## src/rtl/controlador_sinal_if.sv

```systemverilog
// Command/indication bundle between game logic and the blink controller.
interface controlador_sinal_if #(
    parameter int unsigned NUM_W = 3
) ();
    logic             start;
    logic             stop;
    logic [NUM_W-1:0] num_blinks;
    logic             sig_out;
    logic             busy;
    logic             done;

    // Game logic side: issues commands, observes status.
    modport master (
        output start, stop, num_blinks,
        input  sig_out, busy, done
    );

    // Controller side: accepts commands, drives pin and status.
    modport slave (
        input  start, stop, num_blinks,
        output sig_out, busy, done
    );
endinterface

```

## src/rtl/controlador_sinal.sv

```systemverilog
// Blink controller: a one-cycle start pulse produces N timed activations of an
// LED/buzzer pin, with busy while running and a one-cycle done at the end.
module controlador_sinal #(
    parameter int unsigned ON_TICKS   = 255,
    parameter int unsigned OFF_TICKS  = 255,
    parameter int unsigned CNT_W      = 10,
    parameter int unsigned NUM_W      = 3,
    parameter bit          ACTIVE_LOW = 1'b1
) (
    input logic                clk,
    input logic                rst_n,
    controlador_sinal_if.slave bus
);

    localparam logic [CNT_W-1:0] OnLast    = CNT_W'(ON_TICKS - 1);
    localparam logic [CNT_W-1:0] OffLast   = CNT_W'(OFF_TICKS - 1);
    localparam logic             SigActive = ACTIVE_LOW ? 1'b0 : 1'b1;
    localparam logic             SigIdle   = ~SigActive;

    typedef enum logic [1:0] {
        StIdle,
        StOn,
        StOff
    } state_e;

    state_e           state_q, state_d;
    logic [CNT_W-1:0] tick_q, tick_d;
    logic [NUM_W-1:0] remaining_q, remaining_d;
    logic             sig_out_q, sig_out_d;
    logic             busy_q, busy_d;
    logic             done_q, done_d;

    // Next-state logic; outputs are derived from the next state so they are
    // registered yet aligned with the state they describe.
    always_comb begin
        state_d     = state_q;
        tick_d      = tick_q;
        remaining_d = remaining_q;
        done_d      = 1'b0;

        unique case (state_q)
            StIdle: begin
                // stop has priority over a simultaneous start
                if (bus.start && !bus.stop) begin
                    if (bus.num_blinks != '0) begin
                        remaining_d = bus.num_blinks;
                        tick_d      = '0;
                        state_d     = StOn;
                    end else begin
                        // zero-length pattern completes immediately
                        done_d = 1'b1;
                    end
                end
            end
            StOn: begin
                if (bus.stop) begin
                    state_d     = StIdle;
                    tick_d      = '0;
                    remaining_d = '0;
                end else if (tick_q == OnLast) begin
                    tick_d      = '0;
                    remaining_d = remaining_q - NUM_W'(1);
                    if (remaining_q == NUM_W'(1)) begin
                        // last blink: no trailing off period
                        state_d = StIdle;
                        done_d  = 1'b1;
                    end else begin
                        state_d = StOff;
                    end
                end else begin
                    tick_d = tick_q + CNT_W'(1);
                end
            end
            StOff: begin
                if (bus.stop) begin
                    state_d     = StIdle;
                    tick_d      = '0;
                    remaining_d = '0;
                end else if (tick_q == OffLast) begin
                    tick_d  = '0;
                    state_d = StOn;
                end else begin
                    tick_d = tick_q + CNT_W'(1);
                end
            end
            default: begin
                state_d     = StIdle;
                tick_d      = '0;
                remaining_d = '0;
            end
        endcase

        sig_out_d = (state_d == StOn) ? SigActive : SigIdle;
        busy_d    = (state_d != StIdle);
    end

    // State and output registers; reset forces the pin inactive at once.
    always_ff @(posedge clk or negedge rst_n) begin
        if (!rst_n) begin
            state_q     <= StIdle;
            tick_q      <= '0;
            remaining_q <= '0;
            sig_out_q   <= SigIdle;
            busy_q      <= 1'b0;
            done_q      <= 1'b0;
        end else begin
            state_q     <= state_d;
            tick_q      <= tick_d;
            remaining_q <= remaining_d;
            sig_out_q   <= sig_out_d;
            busy_q      <= busy_d;
            done_q      <= done_d;
        end
    end

    assign bus.sig_out = sig_out_q;
    assign bus.busy    = busy_q;
    assign bus.done    = done_q;

endmodule
```

## src/flat_wrapper.sv

```systemverilog
// flat-port wrapper written by rule: the top's interface ports become plain ports
module controlador_sinal_flat 
#(
    parameter int unsigned ON_TICKS   = 255,
    parameter int unsigned OFF_TICKS  = 255,
    parameter int unsigned CNT_W      = 10,
    parameter int unsigned NUM_W      = 3,
    parameter bit          ACTIVE_LOW = 1'b1
)
  (clk, rst_n, bus_start, bus_stop, bus_num_blinks, bus_sig_out, bus_busy, bus_done);
  controlador_sinal_if #(.NUM_W(NUM_W)) bus_i ();
  input logic clk;
  input logic rst_n;
  input wire logic [$bits(bus_i.start)-1:0] bus_start;
  input wire logic [$bits(bus_i.stop)-1:0] bus_stop;
  input wire logic [$bits(bus_i.num_blinks)-1:0] bus_num_blinks;
  output wire logic [$bits(bus_i.sig_out)-1:0] bus_sig_out;
  output wire logic [$bits(bus_i.busy)-1:0] bus_busy;
  output wire logic [$bits(bus_i.done)-1:0] bus_done;
  assign bus_i.start = bus_start;
  assign bus_i.stop = bus_stop;
  assign bus_i.num_blinks = bus_num_blinks;
  assign bus_sig_out = bus_i.sig_out;
  assign bus_busy = bus_i.busy;
  assign bus_done = bus_i.done;
  controlador_sinal #(.ON_TICKS(ON_TICKS), .OFF_TICKS(OFF_TICKS), .CNT_W(CNT_W), .NUM_W(NUM_W), .ACTIVE_LOW(ACTIVE_LOW)) u_core (.clk(clk), .rst_n(rst_n), .bus(bus_i));
endmodule
```

## config.mk

```make
export PLATFORM = sky130hd
export DESIGN_NAME = controlador_sinal_flat
export DESIGN_NICKNAME = d
export VERILOG_FILES = /design/src/rtl/controlador_sinal_if.sv /design/src/rtl/controlador_sinal.sv /design/src/flat_wrapper.sv
export SDC_FILE = /design/constraint.sdc
export NUM_CORES = 1
export LEC_CHECK = 0
export ABC_AREA = 0
export CAP_MARGIN = 15
export CORE_UTILIZATION = 56
export DETAILED_ROUTE_END_ITERATION = 7
export PLACE_DENSITY = 0.77
export RECOVER_POWER = 50
export REMOVE_ABC_BUFFERS = 1
export SETUP_SLACK_MARGIN = 0.02
export SLEW_MARGIN = 15
export SYNTH_ARGS = -nofsm -noshare
export SYNTH_HDL_FRONTEND = slang
export SYNTH_SLANG_ARGS = --single-unit
```

## constraint.sdc

```tcl
create_clock -name clk -period 2.3 [get_ports clk]
set_clock_uncertainty 0.05 [all_clocks]
set_input_delay 0.46 -clock clk [delete_from_list [all_inputs] [get_ports clk]]
set_output_delay 0.46 -clock clk [all_outputs]
set_load 0.005 [all_outputs]
```

==> flow_metrics.py, run 1 <==
metrics = {
    "setup_path": {
        "cp_top_family": "compound AO/OA/AOI/OAI gates",
        "path_cells": "inv_1, ha_1, nor4b_4, a211oi_1, o21ai_1, a221oi_1",
        "critPathKind": "register to register",
        "cp.arrival_ns": 2.34,
        "endpoint_kind": "register",
        "cp_num_buf_inv": 1,
        "reg2reg_slack_ns": 0.11,
        "startpoint": "u_core.state_q[1]",
        "reg2reg_from": "u_core.state_q[1]",
        "max_stage_delay_ns": 0.50,
        "path_max_fanout": 6,
        "crit_required_ns": 2.45,
        "critPathSlowestCell": "a211oi_1",
        "r2r_cells": 6,
        "critPathCapture": "u_core.remaining_q[2]",
        "worst_setup_path_start_kind": "register",
        "cp.depth": 6,
        "rr_endpoint": "u_core.remaining_q[2]",
    },
    "hold_path": {
        "hp-class": "register to register",
        "worstHoldPathCells": 2,
    },
    "clock_tree": {
        "root_buffer": "clkbuf_4",
        "clk_path_buf_depth": 2,
        "insertion_delay_ns": 0.30,
        "cts_hold_buf": 0,
        "cts_resized": 0,
        "post-cts-setup-buffer-count": 0,
        "cts.clk_slew.worst_paths_ns": 0.11,
        "cts_tree": "done",
        "cts_num_sinks": 18,
        "cts_max_level": 1,
        "cts_buffers": 3,
    },
    "synthesis": {
        "synthFlopType": "dfrtp_1",
        "syn_avg_cell_area_um2": 10.2,
        "yosys.area.top_type": "dfrtp_1",
        "synth-seq-cells": 18,
        "synth_edf_count": 0,
        "synthTopCellsByArea": "dfrtp_1, ha_1, a21oi_1",
        "yosysWarnings": 0,
        "synthesis.area_um2": 1200,
        "synthDistinctLibCells": 47,
        "syn_inst": 118,
        "synth-seq-area-share_pct": 37.5,
        "async_reset_ff_share_pct": 100,
        "post-synth-top-area-fraction_pct": 35.3,
    },
    "die": {
        "rows": 16,
        "core_area_um2": 2000,
        "floorplan.initialDensity_pct": 60.2,
        "ios": 10,
        "die-area_um2": 2340,
        "die_h_um": 48.4,
        "die_width_um": 48.4,
    },
    "detailed_routing": {
        "drc": 0,
        "vias": 981,
        "routed_wl_um": 2500,
        "routedWlPerCell_um": 16.1,
        "avgViaCountPerCell": 6.29,
        "postRouteAntennaNets": 0,
        "firstDrtPassIters": 4,
        "drtIter0Drc": 26,
    },
    "placement": {
        "port_buffers": 9,
        "dpl.hpwl_um": 1870,
        "gp_congestion": 0.875,
        "postPlaceCellArea_um2": 1310,
    },
    "power_and_ir_drop": {
        "power_density_nw_per_um2": 809,
        "p_leak_nw": 0.555,
        "peakVddDrop_mv": 0.553,
    },
    "sta": {
        "min_period_ns": 2.19,
        "tightest_slew_ns": 0.985,
        "slew-limit-headroom_pct": 34.3,
        "fin_crit_sh_pct": 95.1,
        "rsz0062_at_grt": "yes",
        "hold_violations": 0,
        "fin_setup_tns_ns": 0,
        "max_freq_ghz": 0.457,
        "setup_viol": 0,
        "maxSlewViolCount": 0,
    },
    "grt": {
        "antenna_found_initial": 0,
        "grt_pass1_wl_um": 4110,
        "track_usage_pct": 23.1,
        "grt_max_degree": 19,
        "gr-total-overflow": 0,
        "grt_pass1_vias": 919,
    },
    "final_layout": {
        "drive_gt1_share_pct": 10.1,
        "areaGrowthSynthToFinish_pct": 10.4,
        "nets": 145,
        "final_area_um2": 1330,
        "diodes": 0,
    },
    "job": {
        "maxCapViolations": 0,
    },
    "run_status": {
        "status": "complete, no violations",
    },
}
==> per-stage QoR <==
stage | hold slack (ns) | cells | worst slack [ns] | utilization (%) | power (mW)
finish | 0.512 | 156 | 0.112 | 66.4 | 1.08
CTS | 0.435 | 156 | 0.114 | 66.6 | 1.07
detailed placement | 0.495 | 152 | -0.0914 | 65.3 | 0.907
global placement | 0.492 | 152 | 0.0536 | 65.3 | 0.877
floorplan | 0.114 | 113 | 0.239 | - | 0.743
global route | 0.555 | 156 | 0.0136 | 66.4 | 1.14
==> registers in the layout, indices dropped and copies added, names as in the netlist <==
name / cells
u_core.bus.busy: 1
u_core.remaining_q: 3
u_core.bus.done: 1
u_core.tick_q: 10
u_core.state_q: 2
u_core.bus.sig_out: 1
==> cell type report <==
class | instances | area (µm²)
multi-input combinational | 86 | 676
fill | 160 | 672
clock buffer | 4 | 26.3
timing repair buffer | 12 | 109
tap | 27 | 33.8
sequential | 18 | 452
inverter | 9 | 33.8
==> layer usage <==
metal / track usage [%] / share of wire (%)
met1: 26.7 / 44
met5: 0 / 0
met4: 10.8 / 2.0
met2: 42.0 / 50
met3: 3.14 / 3.9
==> worst min path at each step <==
stage                           from                     to
6_report            u_core.tick_q[7]       u_core.tick_q[7]
3_5_place_dp        u_core.tick_q[7]       u_core.tick_q[7]
4_1_cts                        rst_n  u_core.remaining_q[2]
5_1_grt             u_core.tick_q[7]       u_core.tick_q[7]
2_1_floorplan                  rst_n        u_core.bus.busy
3_3_place_gp   u_core.remaining_q[1]  u_core.remaining_q[1]
==> cells by family after synthesis <==
kind of cell             after synthesis  synth area share, %
AND/OR/NAND/NOR                       38                 20.2
AO/OA/AOI/OAI                         35                 23.7
flip-flops                            18                 37.5
buffers and inverters                 14                 6.44
adder cells (fa/ha/maj)                8                 8.31
XOR/XNOR                               3                 2.18
multiplexers                           2                 1.66
==> cell usage in the layout, fill, tap and decap left out, types with 2 or more instances in the layout <==
cell type	count
nand2b_1	2
a21bo_1	2
buf_4	2
or3b_1	2
nor3_1	2
inv_1	8
nor2_1	6
clkdlybuf4s50_1	7
nand3b_1	2
dfrtp_1	17
o31ai_1	2
clkbuf_1	2
xnor2_1	3
a211oi_1	4
nand3_1	5
a22o_1	2
dlygate4sd3_1	2
a32oi_1	2
clkbuf_4	3
nand4_1	2
nand2_1	6
a21o_1	4
a21oi_1	7
ha_1	8
mux2i_1	2
==> synthesized netlist by cell type (2+ instances only) <==
| library cell | instances |
|---|---|
| a32oi_1 | 2 |
| a22o_1 | 2 |
| buf_6 | 3 |
| nor3_1 | 2 |
| a21oi_1 | 7 |
| nand2b_1 | 2 |
| a21o_1 | 4 |
| ha_1 | 8 |
| o31ai_1 | 2 |
| xnor2_1 | 3 |
| dfrtp_1 | 17 |
| nand4_1 | 2 |
| nand3_1 | 5 |
| inv_1 | 8 |
| a211oi_1 | 4 |
| buf_2 | 2 |
| nor2_1 | 6 |
| or3b_1 | 2 |
| nand3b_1 | 2 |
| nand2_1 | 6 |
| a21bo_1 | 2 |
| mux2i_1 | 2 |
==> power by group <==
group / internal (mW) / total [mW] / switching (mW)
Sequential: 0.388 / 0.442 / 0.0537
Combinational: 0.196 / 0.464 / 0.268
Clock: 0.0676 / 0.171 / 0.103
==> worst register-to-register path: stages, from the launching register on <==
cell and delay, ns:
dfrtp_1 0.43, inv_1 0.10, ha_1 0.26, nor4b_4 0.19
a211oi_1 0.50, o21ai_1 0.25, a221oi_1 0.32
No activity file was read; power rests on OpenSTA's default activity.
==> run 2: changes to the inputs <==
Settings changed: CORE_UTILIZATION 56 to 50, PLACE_DENSITY 0.77 to 0.7, SETUP_SLACK_MARGIN 0.02 to 0.05.
==> run 2 against run 1 <==
  * Highest routed layer unchanged
  * Largest power group unchanged
  * Setup slack gained 0.12 ns
  * Global-route usage fell by 0.83 points
  * Fmax increased by 6.0%
  * First-iteration DRC count down 42%
  * Critical path type unchanged
  * Critical path depth stayed put
  * Design area is 1.4% higher
  * Total power is 1.9% higher
  * Combinational power decreased by 2%
  * Via count down 2.4%
==> flow_metrics.py, run 2 (same netlist as run 1, synthesis figures left out) <==
metrics = {
    "power_and_ir_drop": {
        "clock_power_share_pct": 18.4,
        "peakVddDrop_mv": 0.501,
        "combPwrFrac_pct": 41.5,
        "p_leak_nw": 0.566,
        "p_int_uw": 680,
        "power_density_nw_per_um2": 814,
        "p_seq_share_pct": 40.2,
        "swShare_pct": 38.0,
        "p_switching_uw": 417,
    },
    "clock_tree": {
        "cts_max_level": 1,
        "cts_resized": 0,
        "cts_tree": "done",
        "cts.clk_slew.worst_paths_ns": 0.11,
        "clk_path_buf_depth": 2,
        "cts_num_sinks": 18,
        "root_buffer": "clkbuf_4",
        "cts_hold_buf": 0,
        "insertion_delay_ns": 0.30,
        "cts_buffers": 3,
        "post-cts-setup-buffer-count": 0,
    },
    "final_layout": {
        "ff_latch_area_um2": 452,
        "diodes": 0,
        "stdcell_count": 158,
        "regMostFlops": "u_core.tick_q",
        "final_common_cell": "dfrtp_1",
        "areaGrowthSynthToFinish_pct": 11.9,
        "most-common-layout-cells": "dfrtp_1, inv_1, ha_1, clkdlybuf4s50_1, a21oi_1",
        "drive_gt1_share_pct": 10.8,
        "reg_top3": "u_core.tick_q x10, u_core.remaining_q x3, u_core.state_q x2",
        "nets": 146,
        "multiInputGateArea_um2": 676,
        "largest_reg_flops": 10,
        "num-fill-cells": 198,
    },
    "die": {
        "rows": 17,
        "die_width_um": 51.1,
        "ios": 10,
        "core_area_um2": 2230,
        "die_h_um": 51.1,
        "floorplan.initialDensity_pct": 53.9,
        "die-area_um2": 2610,
    },
    "grt": {
        "track_usage_pct": 22.3,
        "gr-total-overflow": 0,
        "grt_pass1_wl_um": 4170,
        "grt_max_degree": 15,
        "grt_pass1_vias": 893,
        "antenna_found_initial": 0,
    },
    "setup_path": {
        "critPathSlowestCell": "dfrtp_1",
        "endpoint_kind": "register",
        "path_cells": "inv_1, ha_1, nor4b_4, a21o_1, nor2_1, nor3_1",
        "path_max_fanout": 10,
        "critPathKind": "register to register",
        "r2r_cells": 6,
        "cp.depth": 6,
        "crit_required_ns": 2.47,
        "cp_num_buf_inv": 1,
        "max_stage_delay_ns": 0.44,
        "cp.arrival_ns": 2.24,
        "worst_setup_path_start_kind": "register",
        "cp_top_family": "simple AND/OR/NAND/NOR gates",
    },
    "placement": {
        "pre_cts_ws_ns": -0.0563,
        "placed_cells_incl_taps": 154,
        "gp_congestion": 0.843,
        "port_buffers": 9,
        "dpl.hpwl_um": 1900,
    },
    "detailed_routing": {
        "vias": 957,
        "routed_wl_um": 2520,
        "drc": 0,
        "avgViaCountPerCell": 6.06,
        "postRouteAntennaNets": 0,
        "routedWlPerCell_um": 16.0,
        "drtIter0Drc": 15,
        "firstDrtPassIters": 4,
    },
    "sta": {
        "setup_viol": 0,
        "fin_crit_sh_pct": 89.7,
        "worst_slack_ns": 0.236,
        "tightest_slew_ns": 0.649,
        "slew-limit-headroom_pct": 56.6,
        "rsz0062_at_grt": "no",
        "maxSlewViolCount": 0,
        "max_freq_ghz": 0.485,
        "min_period_ns": 2.06,
        "hold_violations": 0,
    },
    "job": {
        "maxCapViolations": 0,
    },
    "run_status": {
        "status": "complete, no violations",
    },
    "hold_path": {
        "hp-class": "register to register",
        "worstHoldPathCells": 2,
    },
}
-- run 2: changes by cell type in the layout (fill, tap and decap cells not counted), sizes merged --
cell / previous run / this run
dlygate4sd3: 2 / 1
clkdlybuf4s50: 7 / 8
buf: 2 / 3
-- run 2: layout make-up --
cell class / instances / area share, %
Sequential cell: 18 / 33.5
Tap cell: 28 / 2.60
Timing Repair Buffer: 13 / 8.63
Inverter: 9 / 2.50
Multi-Input combinational cell: 86 / 50.1
Clock buffer: 4 / 2.69
-- run 2: worst reg2reg max path: stages, from the launching register on --
cell     delay [ns]
dfrtp_1        0.44
inv_1          0.12
ha_1           0.20
nor4b_4        0.44
a21o_1         0.32
nor2_1         0.21
nor3_1         0.21
-- run 2: worst paths after layout --
path                                    endpoint  slack [ns]               from
min in group asynchronous      u_core.state_q[1]        0.56              rst_n
hold reg to reg                 u_core.tick_q[7]        0.51   u_core.tick_q[7]
max in group asynchronous  u_core.remaining_q[0]        0.98              rst_n
setup / recovery                u_core.tick_q[9]        0.24  u_core.state_q[0]
setup reg to reg                u_core.tick_q[9]        0.24  u_core.state_q[0]
hold / removal                  u_core.tick_q[7]        0.51   u_core.tick_q[7]
-- run 2: metrics by stage --
stage / TNS [ns] / hold WS (ns) / utilization (%) / instance area, µm² / power [mW]
global route: 0 / 0.560 / 60.4 / 1350 / 1.18
finish: 0 / 0.514 / 60.4 / 1350 / 1.10
detailed placement: -0.0626 / 0.502 / 58.9 / 1320 / 0.901
global placement: 0 / 0.498 / 58.9 / 1320 / 0.875
CTS: 0 / 0.517 / 60.6 / 1350 / 1.11
floorplan: 0 / 0.114 / - / 1160 / 0.743
-- run 2: power groups by stage --
stage                     clock, mW  combinational (mW)  sequential [mW]
after floorplan                   0               0.307            0.437
after global placement            0               0.432            0.443
after detailed placement          0               0.453            0.447
after CTS                     0.208               0.458            0.441
after global routing          0.219               0.512            0.448
final                         0.201               0.455            0.441
-- run 2: per-layer routing --
layer / up-vias / GRT usage, % / part of all wire [%]
li1: 469 / - / -
met4: 0 / 9.26 / 1.5
met2: 8 / 35.7 / 47
met3: 4 / 2.68 / 1.6
met5: - / 0 / 0
met1: 476 / 30.2 / 50
